==> config.mk <==
export PLATFORM = sky130hd
export DESIGN_NAME = i2s_audio_tx_flat
export DESIGN_NICKNAME = d
export VERILOG_FILES = /design/src/rtl/i2s_audio_tx_if.sv /design/src/rtl/i2s_audio_tx.sv /design/src/flat_wrapper.sv
export SDC_FILE = /design/constraint.sdc
export NUM_CORES = 1
export LEC_CHECK = 0
export BUFFER_PORTS_ARGS = -buffer_cell sky130_fd_sc_hd__buf_2
export CAP_MARGIN = 40
export CORE_UTILIZATION = 58
export CTS_BUF_LIST = sky130_fd_sc_hd__clkbuf_4 sky130_fd_sc_hd__clkbuf_8
export CTS_CLUSTER_DIAMETER = 80
export DETAILED_ROUTE_END_ITERATION = 6
export PLACE_DENSITY = 0.87
export SETUP_SLACK_MARGIN = 0.3
export SYNTH_ARGS = -nofsm -noshare
export SYNTH_HDL_FRONTEND = slang
export SYNTH_SLANG_ARGS = --single-unit
==> constraint.sdc <==
create_clock -name i_clk -period 2.1 [get_ports i_clk]
set_input_delay 0.42 -clock i_clk [delete_from_list [all_inputs] [get_ports i_clk]]
set_output_delay 0.42 -clock i_clk [all_outputs]
set_load 0.02 [all_outputs]
==> src/rtl/i2s_audio_tx_if.sv <==
// Sample-in / I2S-out signal bundle for i2s_audio_tx.
// The producer (mixer side) uses master; the transmitter uses slave.
interface i2s_audio_tx_if;
    logic [8:0] i_sample;
    logic       i_sample_valid;
    logic       o_bclk;
    logic       o_lrclk;
    logic       o_sdata;
    logic       o_sample_req;
    logic       o_underrun;

    modport master (
        output i_sample, i_sample_valid,
        input  o_bclk, o_lrclk, o_sdata, o_sample_req, o_underrun
    );

    modport slave (
        input  i_sample, i_sample_valid,
        output o_bclk, o_lrclk, o_sdata, o_sample_req, o_underrun
    );
endinterface

==> src/rtl/i2s_audio_tx.sv <==
// Philips I2S stereo transmitter: holds the latest 9-bit offset-binary sample,
// converts it to 16-bit two's complement and plays it on both channels once per frame.
module i2s_audio_tx #(
    parameter int unsigned BCLK_DIV = 4
) (
    input  logic          i_clk,
    input  logic          i_reset,
    i2s_audio_tx_if.slave bus
);

    localparam int unsigned CNT_W = (BCLK_DIV > 1) ? $clog2(BCLK_DIV) : 1;
    localparam logic [CNT_W-1:0] CNT_MAX = CNT_W'(BCLK_DIV - 1);

    logic [CNT_W-1:0] div_cnt_q, div_cnt_d;
    logic [4:0]       slot_q, slot_d;
    logic [15:0]      word_q, word_d;
    logic [8:0]       hold_q, hold_d;
    logic             fresh_q, fresh_d;
    logic             bclk_q, bclk_d;
    logic             lrclk_q, lrclk_d;
    logic             sdata_q, sdata_d;
    logic             sample_req_q, sample_req_d;
    logic             underrun_q, underrun_d;

    logic       tick;
    logic       fall;
    logic [4:0] slot_next;
    logic [3:0] bit_idx;

    assign tick      = (div_cnt_q == CNT_MAX);
    assign fall      = tick & bclk_q;
    assign slot_next = slot_q + 5'd1;
    // Slot s carries word[16-s] in the left half and word[32-s] in the right;
    // both reduce to (-s) mod 16, and slot 0 lands on bit 0, which is always 0.
    assign bit_idx   = 4'd0 - slot_next[3:0];

    always_comb begin
        // NOTE: every signal gets a default first so no path leaves it unassigned (no latches).
        div_cnt_d    = tick ? '0 : div_cnt_q + CNT_W'(1);
        slot_d       = slot_q;
        word_d       = word_q;
        hold_d       = hold_q;
        fresh_d      = fresh_q;
        bclk_d       = tick ? ~bclk_q : bclk_q;
        lrclk_d      = lrclk_q;
        sdata_d      = sdata_q;
        sample_req_d = 1'b0;
        underrun_d   = 1'b0;

        if (fall) begin
            slot_d  = slot_next;
            lrclk_d = slot_next[4];
            if (slot_next == 5'd0) begin
                word_d       = {~hold_q[8], hold_q[7:0], 7'b0};
                sdata_d      = 1'b0;
                sample_req_d = 1'b1;
                underrun_d   = ~fresh_q;
                fresh_d      = 1'b0;
            end else begin
                sdata_d = word_q[bit_idx];
            end
        end

        // A capture in the load cycle lands after the clear, so it counts for the next frame.
        if (bus.i_sample_valid) begin
            hold_d  = bus.i_sample;
            fresh_d = 1'b1;
        end
    end

    always_ff @(posedge i_clk) begin
        // NOTE: state registers use non-blocking assignments so all flops update from pre-edge values.
        if (i_reset) begin
            div_cnt_q    <= '0;
            slot_q       <= 5'd0;
            word_q       <= 16'h0000;
            hold_q       <= 9'h100;
            fresh_q      <= 1'b0;
            bclk_q       <= 1'b0;
            lrclk_q      <= 1'b0;
            sdata_q      <= 1'b0;
            sample_req_q <= 1'b0;
            underrun_q   <= 1'b0;
        end else begin
            div_cnt_q    <= div_cnt_d;
            slot_q       <= slot_d;
            word_q       <= word_d;
            hold_q       <= hold_d;
            fresh_q      <= fresh_d;
            bclk_q       <= bclk_d;
            lrclk_q      <= lrclk_d;
            sdata_q      <= sdata_d;
            sample_req_q <= sample_req_d;
            underrun_q   <= underrun_d;
        end
    end

    assign bus.o_bclk       = bclk_q;
    assign bus.o_lrclk      = lrclk_q;
    assign bus.o_sdata      = sdata_q;
    assign bus.o_sample_req = sample_req_q;
    assign bus.o_underrun   = underrun_q;

endmodule
==> src/flat_wrapper.sv <==
// flat-port wrapper written by rule: the top's interface ports become plain ports
module i2s_audio_tx_flat 
#(
    parameter int unsigned BCLK_DIV = 4
)
  (i_clk, i_reset, bus_i_sample, bus_i_sample_valid, bus_o_bclk, bus_o_lrclk, bus_o_sdata, bus_o_sample_req, bus_o_underrun);
  i2s_audio_tx_if bus_i ();
  input  logic i_clk;
  input  logic i_reset;
  input wire logic [$bits(bus_i.i_sample)-1:0] bus_i_sample;
  input wire logic [$bits(bus_i.i_sample_valid)-1:0] bus_i_sample_valid;
  output wire logic [$bits(bus_i.o_bclk)-1:0] bus_o_bclk;
  output wire logic [$bits(bus_i.o_lrclk)-1:0] bus_o_lrclk;
  output wire logic [$bits(bus_i.o_sdata)-1:0] bus_o_sdata;
  output wire logic [$bits(bus_i.o_sample_req)-1:0] bus_o_sample_req;
  output wire logic [$bits(bus_i.o_underrun)-1:0] bus_o_underrun;
  assign bus_i.i_sample = bus_i_sample;
  assign bus_i.i_sample_valid = bus_i_sample_valid;
  assign bus_o_bclk = bus_i.o_bclk;
  assign bus_o_lrclk = bus_i.o_lrclk;
  assign bus_o_sdata = bus_i.o_sdata;
  assign bus_o_sample_req = bus_i.o_sample_req;
  assign bus_o_underrun = bus_i.o_underrun;
  i2s_audio_tx #(.BCLK_DIV(BCLK_DIV)) u_core (.i_clk(i_clk), .i_reset(i_reset), .bus(bus_i));
endmodule
=== Word level (Yosys, flattened, before mapping) ===
Index checks and enable logic that the tools add are counted.

* Input bits: 12
* Output and inout port bits: 5
* Word-level logic and storage cells: 36
* Register bits: 31

* Mux-type cells: 7
* Reduce and logical (&&, ||, !) cells: 8
* Bitwise logic cells: 6
* $lt $le $gt $ge: 1
* Add/subtract/negate cells: 3
* Equality and inequality tests: 1

{| class="wikitable"
|+ Operators with widths
! operator !! count
|-
| $mux W1 || 6
|-
| $add A5 B1 Y5 const B || 1
|-
| $logic_not A5 Y1 || 1
|-
| $lt A4 B5 Y1 const B || 1
|-
| $not A1 Y1 || 5
|-
| $bmux W1 S4 || 1
|-
| $reduce_and A2 Y1 || 2
|-
| $reduce_bool A2 Y1 || 2
|-
| $reduce_or A2 Y1 || 2
|-
| $sub A1 B4 Y4 const A || 1
|-
| $reduce_or A3 Y1 || 1
|-
| $add A2 B1 Y2 const B || 1
|-
| $eq A2 B2 Y1 const B || 1
|-
| $and A1 B1 Y1 || 1
|}

=== Depth between registers and ports, before layout ===
Gate-level depths: netlist (run 1).

* Depth after elaboration: 5
* Depth in mapped cells: 7
* Gate-level depth less buffers: 5

=== Least setup slack after synthesis (run 1) ===
OpenSTA, ideal clock, no wires.

* Path kind: register to register
* From: register u_core.slot_q[1]
* To: register u_core.sdata_q, in the netlist u_core.bus.o_sdata
* Data required time: 1,984 ps
* Clock period less this slack: 1,728 ps
* Setup slack: 372 ps
* Path buffers: 1
* Cell stages (with the launch flop): 7
* Data arrival time: 1,613 ps
* Setup time: 116 ps
* Cells stage by stage: dfxtp_1 ha_1 buf_4 mux4_2 nor2_1 a2111oi_2 a31o_1

* Word-level cells in the longest chain between the ends: 5
* Elaborated cells on any way between the ends: 6
* Those cells by class: add/sub: 2; mux: 3; reduce/logical: 1

{| class="wikitable"
|+ Ends and longest elaborated chain
! what !! line !! source
|-
| start, declared || i2s_audio_tx.sv:15 || <nowiki>logic [4:0] slot_q, slot_d;</nowiki>
|-
| start signal, assigned || i2s_audio_tx.sv:86 || <nowiki>slot_q <= slot_d;</nowiki>
|-
| $add A5 B1 Y5 (*) || i2s_audio_tx.sv:32 || <nowiki>assign slot_next = slot_q + 5'd1;</nowiki>
|-
| named net u_core.slot_next[1] || i2s_audio_tx.sv:27 || <nowiki>logic [4:0] slot_next;</nowiki>
|-
| $sub A1 B4 Y4 || i2s_audio_tx.sv:35 || <nowiki>assign bit_idx = 4'd0 - slot_next[3:0];</nowiki>
|-
| $bmux W1 S4 || i2s_audio_tx.sv:60 || <nowiki>sdata_d = word_q[bit_idx];</nowiki>
|-
| $mux W1 (not written as such) || i2s_audio_tx.sv:60 ||
|-
| $mux W1 (*) || i2s_audio_tx.sv:53 || <nowiki>if (slot_next == 5'd0) begin</nowiki>
|-
| end signal, assigned || i2s_audio_tx.sv:92 || <nowiki>sdata_q <= sdata_d;</nowiki>
|-
| end, declared || i2s_audio_tx.sv:21 || <nowiki>logic sdata_q, sdata_d;</nowiki>
|}

The timed path passes the listed nets; every way through them passes the cells marked *. The select of a mux whose other input is x is not followed.
A chain may end at the register's enable or synchronous reset.

=== Worst setup path after layout (run 1) ===
Ends and elaborated chain as after synthesis.

==> qor.yml, run 1 <==
powerDensity_nw_per_um2: 703
setup_violations: 0
leakagePower_nw: 0.583
fmax_mhz: 575
start_util: 0.640
finalCritPeriodShare: 0.828
hpwl_mm: 1.48
grt_pass1_vias: 869
numCtsBuffers: 5
worst_pin_slew_ns: 0.530
crit_path_end_kind: "flop"
die_y_um: 49.3
hold_violations: 0
cts.clk_slew.worst_paths_ns: 0.09
synth_area_leader_cell: "dfxtp_1"
final_common_cell: "dfxtp_1"
ctsHoldBuffers: 0
yosysTopAreaCellShare: 0.464
drive_gt1_frac: 0.219
syn2layout_area_growth_pct: 11.1
multi_input_area_um2: 633
ant_nets: 0
rsz0062_at_grt: "yes"
period_minus_slack_ns: 1.74
synth_seq_cells: 30
drv_cap: 0
clock-sinks: 30
vias_per_cell: 5.37
diodes: 0
wl_per_cell_um: 12.2
fillCellCount: 147
yosysWarnings: 0
grt-ovfl-total: 0
critPathMaxFanout: 9
vias: 929
globalplace.congestion: 0.931
status: "finished, final reports clean"
wirelength_mm: 2.12
layout.nets: 159
fin_setup_tns_ns: 0
drt_iter0_markers: 24
final_max_slew_viol_count: 0
fin_util: 0.712
hold_class: "input pin to flop"
antenna_found_initial: 0
cts-root-buf: "clkbuf_4"
synth.distinct_cells: 30
dp_slack_ns: 0.164
gr-usage-all-layers: 0.212
fin_skew_ns: 0.00299
grt_pass1_wl_mm: 3.78
avgSynthCellArea_um2: 9.96
portBuffers: 16
grt_max_degree: 31
slew_headroom: 0.647
max-vdd-ir-drop_uv: 634
start_kind: "flop"
drt-pass1-iter-count: 4
dieArea_um2: 2430
synth_fp_nets: 144
cts_max_level: 2
cp_data_required_time_ns: 2.32
synth-seq-area-share: 0.464
path_class: "flop to flop"
worstSkewPairLatency_ns: 0.32
arrival_ns: 1.96
coreArea_um2: 2020
post-route-worst-setup-slack_ns: 0.361
drcViolationCount: 0
rows: 16
seq_area_um2: 602
yosys-top-cells-area: "dfxtp_1 46%, mux2i_1 13%, nor2_1 7.2%"
cts_buffer_depth: 2
final_cell_mix: "29 x dfxtp_1, 24 x nor2_1, 17 x mux2i_1"
syn_area_um2: 1290
design.portCount: 17
cts_tree: "done"
die_w_um: 49.3
synthCells: 130
[critical path: stages, from the launching register on]
cell	delay, ns
dfxtp_2	0.38
ha_4	0.34
mux4_2	0.52
nor2_2	0.11
a2111oi_2	0.06
a31o_1	0.23
[metrics by stage]
stage | cell area [µm²] | std cells | power (mW) | hold slack (ns)
final | 1440 | 173 | 1.01 | 0.309
after global routing | 1440 | 173 | 1.06 | 0.301
after CTS | 1440 | 173 | 1.02 | 0.298
after detailed placement | 1360 | 165 | 0.668 | 0.413
after global placement | 1360 | 165 | 0.664 | 0.399
after floorplan | 1290 | 130 | 0.649 | 0.393
[state kept, by name (all words and copies together), names as in the netlist]
| signal | cells |
|---|---|
| u_core.fresh_q | 1 |
| u_core.word_q | 9 |
| u_core.bus.o_lrclk | 1 |
| u_core.bus.o_sdata | 1 |
| u_core.slot_q | 4 |
| u_core.hold_q | 9 |
| u_core.bus.o_underrun | 1 |
| u_core.bus.o_sample_req | 1 |
| u_core.bus.o_bclk | 1 |
| u_core.div_cnt_q | 2 |
[power breakdown]
part | switching, mW | internal [mW] | total [mW]
clock | 0.182 | 0.175 | 0.357
sequential | 0.00985 | 0.587 | 0.597
combinational | 0.0297 | 0.0279 | 0.0576
[worst paths after layout]
path,start,end,slack (ns),cells after the start
worst max-delay path,u_core.slot_q[1],u_core.bus.o_sdata,0.36,5
worst min-delay path,bus_i_sample[8],u_core.hold_q[8],0.31,2
worst max register to register,u_core.slot_q[1],u_core.bus.o_sdata,0.36,5
worst min register to register,u_core.fresh_q,u_core.bus.o_underrun,0.42,1
[synth_stat cells]
cell type  count
dfxtp_1       30
nor2_1        25
mux2i_1       17
a21oi_1        5
nand2_1        5
clkbuf_1       4
nor2b_1        4
a211oi_1       3
buf_6          3
inv_1          3
nand4_1        3
xnor2_1        3
xor2_1         3
and2_1         2
buf_2          2
ha_1           2
nor3_1         2
nor3b_1        2
a2111oi_2      1
a211o_1        1
a31o_1         1
and4_1         1
buf_4          1
mux4_1         1
mux4_2         1
nand2b_1       1
nand3_1        1
o211a_1        1
o21a_1         1
o221ai_1       1
[kinds of logic after synthesis]
family,synth area share
flip-flops,0.464
XOR/XNOR,0.0406
adder cells (fa/ha/maj),0.0193
buffers and inverters,0.0599
AND/OR/NAND/NOR,0.165
AO/OA/AOI/OAI,0.0821
multiplexers,0.169
[final cells by class]
class                   count  share of cell area
multi-input cells          87               0.440
flip-flops and latches     30               0.418
repair buffers             18              0.0661
clock buffers               7              0.0409
well taps                  27              0.0235
inverters                   3             0.00783
clock inverters             1             0.00348
[what timing repair did]
action                                 in CTS  in global routing
endpoints found under the hold margin       0                  0
pin swaps                                   0                  0
gates resized for setup                     3                  2
setup buffers                               0                  0
setup endpoints to repair                   1                 10
cloned                                      0                  0
[metal layers]
| metal | GRT usage | part of all wire | up-vias |
|---|---|---|---|
| li1 | - | - | 479 |
| met1 | 0.246 | 0.44 | 427 |
| met2 | 0.347 | 0.49 | 18 |
| met3 | 0.0685 | 0.046 | 5 |
| met4 | 0.103 | 0.020 | 0 |
| met5 | 0 | 0 | - |
Note: power is estimated with default switching activity, not from simulation.
==> inputs of run 2 (changes only) <==
Clock period 2.1 ns to 1.71 ns, I/O delays scaled along.
==> qor.yml, run 2 (synthesis gave the netlist of run 1 again) <==
syn2layout_area_growth_pct: 19.6
fin_cells: 178
path_depth: 5
numCtsBuffers: 5
worstSkewPairLatency_ns: 0.33
crit_family: "multiplexers"
slew_headroom: 0.640
met2WireLength_mm: 1.42
hold_class: "input pin to flop"
fin_setup_tns_ns: 0
fin_skew_ns: 0.0113
ctsHoldBuffers: 0
rsz0062_at_grt: "yes"
cts.clk_slew.worst_paths_ns: 0.11
drt_iter0_markers: 15
arrival_ns: 1.85
cts_tree: "done"
reg_top3: "u_core.hold_q x9, u_core.word_q x9, u_core.slot_q x4"
gr-usage-all-layers: 0.237
hold_violations: 0
grt_pass1_wl_mm: 4.11
crit_path_end_kind: "flop"
powerDensity_nw_per_um2: 793
grt_max_degree: 31
drv_cap: 0
vias: 973
diodes: 0
combPwrFrac: 0.063
cts-root-buf: "clkbuf_4"
postPlaceCellArea_um2: 1420
reg2reg_from: "u_core.slot_q[1]"
p_clk_frac: 0.338
die_y_um: 49.3
m1WireLength_mm: 1.08
seqPwrFrac: 0.599
leakagePower_nw: 0.609
drcViolationCount: 0
final_cell_mix: "25 x dfxtp_1, 24 x nor2_1, 17 x mux2i_1"
crit_buf_inv: 0
post-place-cells: 167
globalplace.congestion: 0.865
drt-pass1-iter-count: 4
vias_per_cell: 5.47
grt-ovfl-total: 0
cp_data_required_time_ns: 1.94
dp_slack_ns: 0.0843
fillCellCount: 139
post-route-worst-setup-slack_ns: 0.0911
critPathMaxFanout: 2
r2r_slack_ns: 0.09
max_stage_delay_ns: 0.50
drive_gt1_frac: 0.298
status: "finished, final reports clean"
dieArea_um2: 2430
path_class: "flop to flop"
finalCritPeriodShare: 0.947
layout.nets: 164
p_sw_uw: 311
path_cells: "ha_4 > mux4_2 > nor2_2 > a2111oi_2 > a31o_1"
wirelength_mm: 2.74
coreArea_um2: 2020
final_max_slew_viol_count: 0
antenna_found_initial: 0
max-vdd-ir-drop_uv: 820
crit_end: "u_core.bus.o_sdata"
period_minus_slack_ns: 1.62
cts_max_level: 2
portBuffers: 16
hpwl_mm: 1.70
dr_wl_met3_um: 112
start_util: 0.640
p_int_uw: 918
ant_nets: 0
setup_violations: 0
cts_buffer_depth: 2
worst_r2r_path_depth: 5
slowest_stage: "mux4_2"
design.portCount: 17
fmax_mhz: 618
final_common_cell: "dfxtp_1"
stdcell_area_um2: 1550
startpoint: "u_core.slot_q[1]"
wl_per_cell_um: 15.4
switching_share: 0.253
grt_pass1_vias: 943
clock-sinks: 30
rows: 16
top_layer: "met4"
worst_pin_slew_ns: 0.540
die_w_um: 49.3
r2r-end: "u_core.bus.o_sdata"
start_kind: "flop"
## run 2: timing repair
item | CTS | global route
setup buffers | 1 | 1
endpoints found under the hold margin | 0 | 0
endpoints found under the setup margin | 12 | 13
cloned | 0 | 1
resized for setup | 3 | 5
pin swaps | 4 | 7
## run 2: worst min path at each step
stage	cells past startpoint	from	endpoint	slack, ns
after floorplan	1	u_core.fresh_q	u_core.bus.o_underrun	0.39
after global placement	1	u_core.fresh_q	u_core.bus.o_underrun	0.40
after detailed placement	1	u_core.fresh_q	u_core.bus.o_underrun	0.41
after CTS	2	bus_i_sample[8]	u_core.hold_q[8]	0.20
after global routing	2	bus_i_sample[8]	u_core.hold_q[8]	0.20
final	2	bus_i_sample[8]	u_core.hold_q[8]	0.21
## run 2: power groups by stage
stage,Clock (mW),Combinational [mW],Sequential [mW]
2_1_floorplan,0,0.0515,0.750
3_3_place_gp,0,0.0708,0.749
3_5_place_dp,0,0.0762,0.752
4_1_cts,0.425,0.0763,0.736
5_1_grt,0.466,0.0845,0.740
6_report,0.416,0.0768,0.737
## run 2: area by class of cell
type,instances,area [µm²],area share
tap,27,33.8,0.0218
clock inverter,3,21.3,0.0137
sequential,30,609,0.393
inverter,3,11.3,0.00727
multi-input combinational,87,669,0.432
timing repair buffer,23,166,0.107
clock buffer,5,37.5,0.0242
## run 2: stage by stage
step                utilization  power [mW]  hold WS [ns]
finish                    0.766        1.23         0.209
global route              0.766        1.29         0.202
CTS                       0.739        1.24         0.200
detailed placement        0.702       0.828         0.410
global placement          0.702       0.820         0.399
floorplan                     -       0.802         0.393
## run 2: worst reg2reg max path, cell delays in order (launching register included)
cell,delay [ns]
dfxtp_4,0.37
ha_4,0.27
mux4_2,0.50
nor2_2,0.14
a2111oi_2,0.05
a31o_1,0.19
## run 2: metal layers
layer,vias up,GRT usage
met3,12,0.0966
li1,481,-
met1,454,0.242
met5,-,0
met2,26,0.388
met4,0,0.172
==> inputs of run 3 (changes only) <==
Settings changed: CELL_PAD_IN_SITES_DETAIL_PLACEMENT set to 1, CELL_PAD_IN_SITES_GLOBAL_PLACEMENT set to 2, CORE_UTILIZATION 58 to 37.
==> qor.yml, run 3 (synthesis gave the netlist of run 1 again) <==
status: "finished, final reports clean"
cts-root-buf: "clkbuf_4"
start_util: 0.388
diodes: 0
cts_max_level: 2
post-place-cells: 186
die_y_um: 61.2
grt_pass1_wl_mm: 4.37
vias: 969
gr-usage-all-layers: 0.171
wl_per_cell_um: 13.8
worst_pin_slew_ns: 0.532
wirelength_mm: 2.73
antenna_found_initial: 0
fmax_mhz: 631
coreArea_um2: 3340
hold_violations: 0
crit_path_end_kind: "flop"
cp_data_required_time_ns: 1.95
stdcell_area_um2: 1600
syn2layout_area_growth_pct: 23.7
worstSkewPairLatency_ns: 0.33
postPlaceCellArea_um2: 1440
numCtsBuffers: 5
cts_buffer_depth: 2
grt-ovfl-total: 0
hold_class: "input pin to flop"
cts_tree: "done"
drcViolationCount: 0
cts.clk_slew.worst_paths_ns: 0.09
drive_gt1_frac: 0.309
period_minus_slack_ns: 1.58
reg_top3: "u_core.hold_q x9, u_core.word_q x9, u_core.slot_q x4"
drt-pass1-iter-count: 4
slew_headroom: 0.646
max-vdd-ir-drop_uv: 582
finalCritPeriodShare: 0.927
design.portCount: 17
clock-sinks: 30
drt_iter0_markers: 9
vias_per_cell: 4.89
fin_util: 0.480
arrival_ns: 1.82
portBuffers: 16
ant_nets: 0
rsz0062_at_grt: "yes"
final_max_slew_viol_count: 0
start_kind: "flop"
grt_pass1_vias: 961
grt_max_degree: 31
rows: 21
globalplace.congestion: 0.764
fin_total_pwr_mw: 1.33
path_class: "flop to flop"
setup_violations: 0
leakagePower_nw: 0.629
hpwl_mm: 1.84
critPathMaxFanout: 2
final_common_cell: "dfxtp_1"
die_w_um: 61.2
dieArea_um2: 3740
layout.nets: 165
powerDensity_nw_per_um2: 832
fin_setup_tns_ns: 0
drv_cap: 0
fin_skew_ns: 0.00668
fin_cells: 198
final_cell_mix: "25 x dfxtp_1, 24 x nor2_1, 17 x mux2i_1"
-- run 3: per-layer routing --
metal  GRT usage  wire length (µm)
met1       0.191              1200
met2       0.272              1380
met3      0.0567                80
met4       0.123                76
met5           0                 0
-- run 3: layout make-up --
class,count,area [µm²]
repair buffers,24,174
clock buffers,8,78.8
fillers,391,1740
inverters,3,11.3
well taps,46,57.6
multi-input cells,87,671
flip-flops and latches,30,609
-- run 3: worst max-delay path: stages (launching register included) --
cell and delay, ns:
dfxtp_2 0.35, ha_4 0.27, mux4_2 0.51, nor2_2 0.11, a2111oi_2 0.06, a31o_1 0.19
-- run 3: path summary, 6_finish.rpt --
check | start | end | slack (ns) | cells past startpoint
worst max-delay path | u_core.slot_q[0] | u_core.bus.o_sdata | 0.13 | 5
worst min-delay path | bus_i_sample[8] | u_core.hold_q[8] | 0.21 | 2
worst max register to register | u_core.slot_q[0] | u_core.bus.o_sdata | 0.13 | 5
worst min register to register | u_core.div_cnt_q[0] | u_core.div_cnt_q[0] | 0.44 | 1
-- run 3: what timing repair did --
item / 4_1_cts / 5_1_grt
pin swaps: 1 / 0
cloned: 0 / 1
endpoints found under the hold margin: 0 / 0
setup endpoints to repair: 13 / 13
buffers inserted: 2 / 1
resized for setup: 4 / 5
hold buffers: 0 / 0
-- run 3: stage by stage --
step | setup slack, ns | hold WS, ns
global route | 0.0552 | 0.209
global placement | 0.107 | 0.400
finish | 0.125 | 0.214
CTS | 0.108 | 0.192
floorplan | 0.0441 | 0.393
detailed placement | 0.0551 | 0.422
-- run 3: report_power, final --
group / switching [mW] / internal [mW] / total (mW)
Sequential: 0.0152 / 0.720 / 0.736
Combinational: 0.0390 / 0.0384 / 0.0774
Clock: 0.239 / 0.281 / 0.519
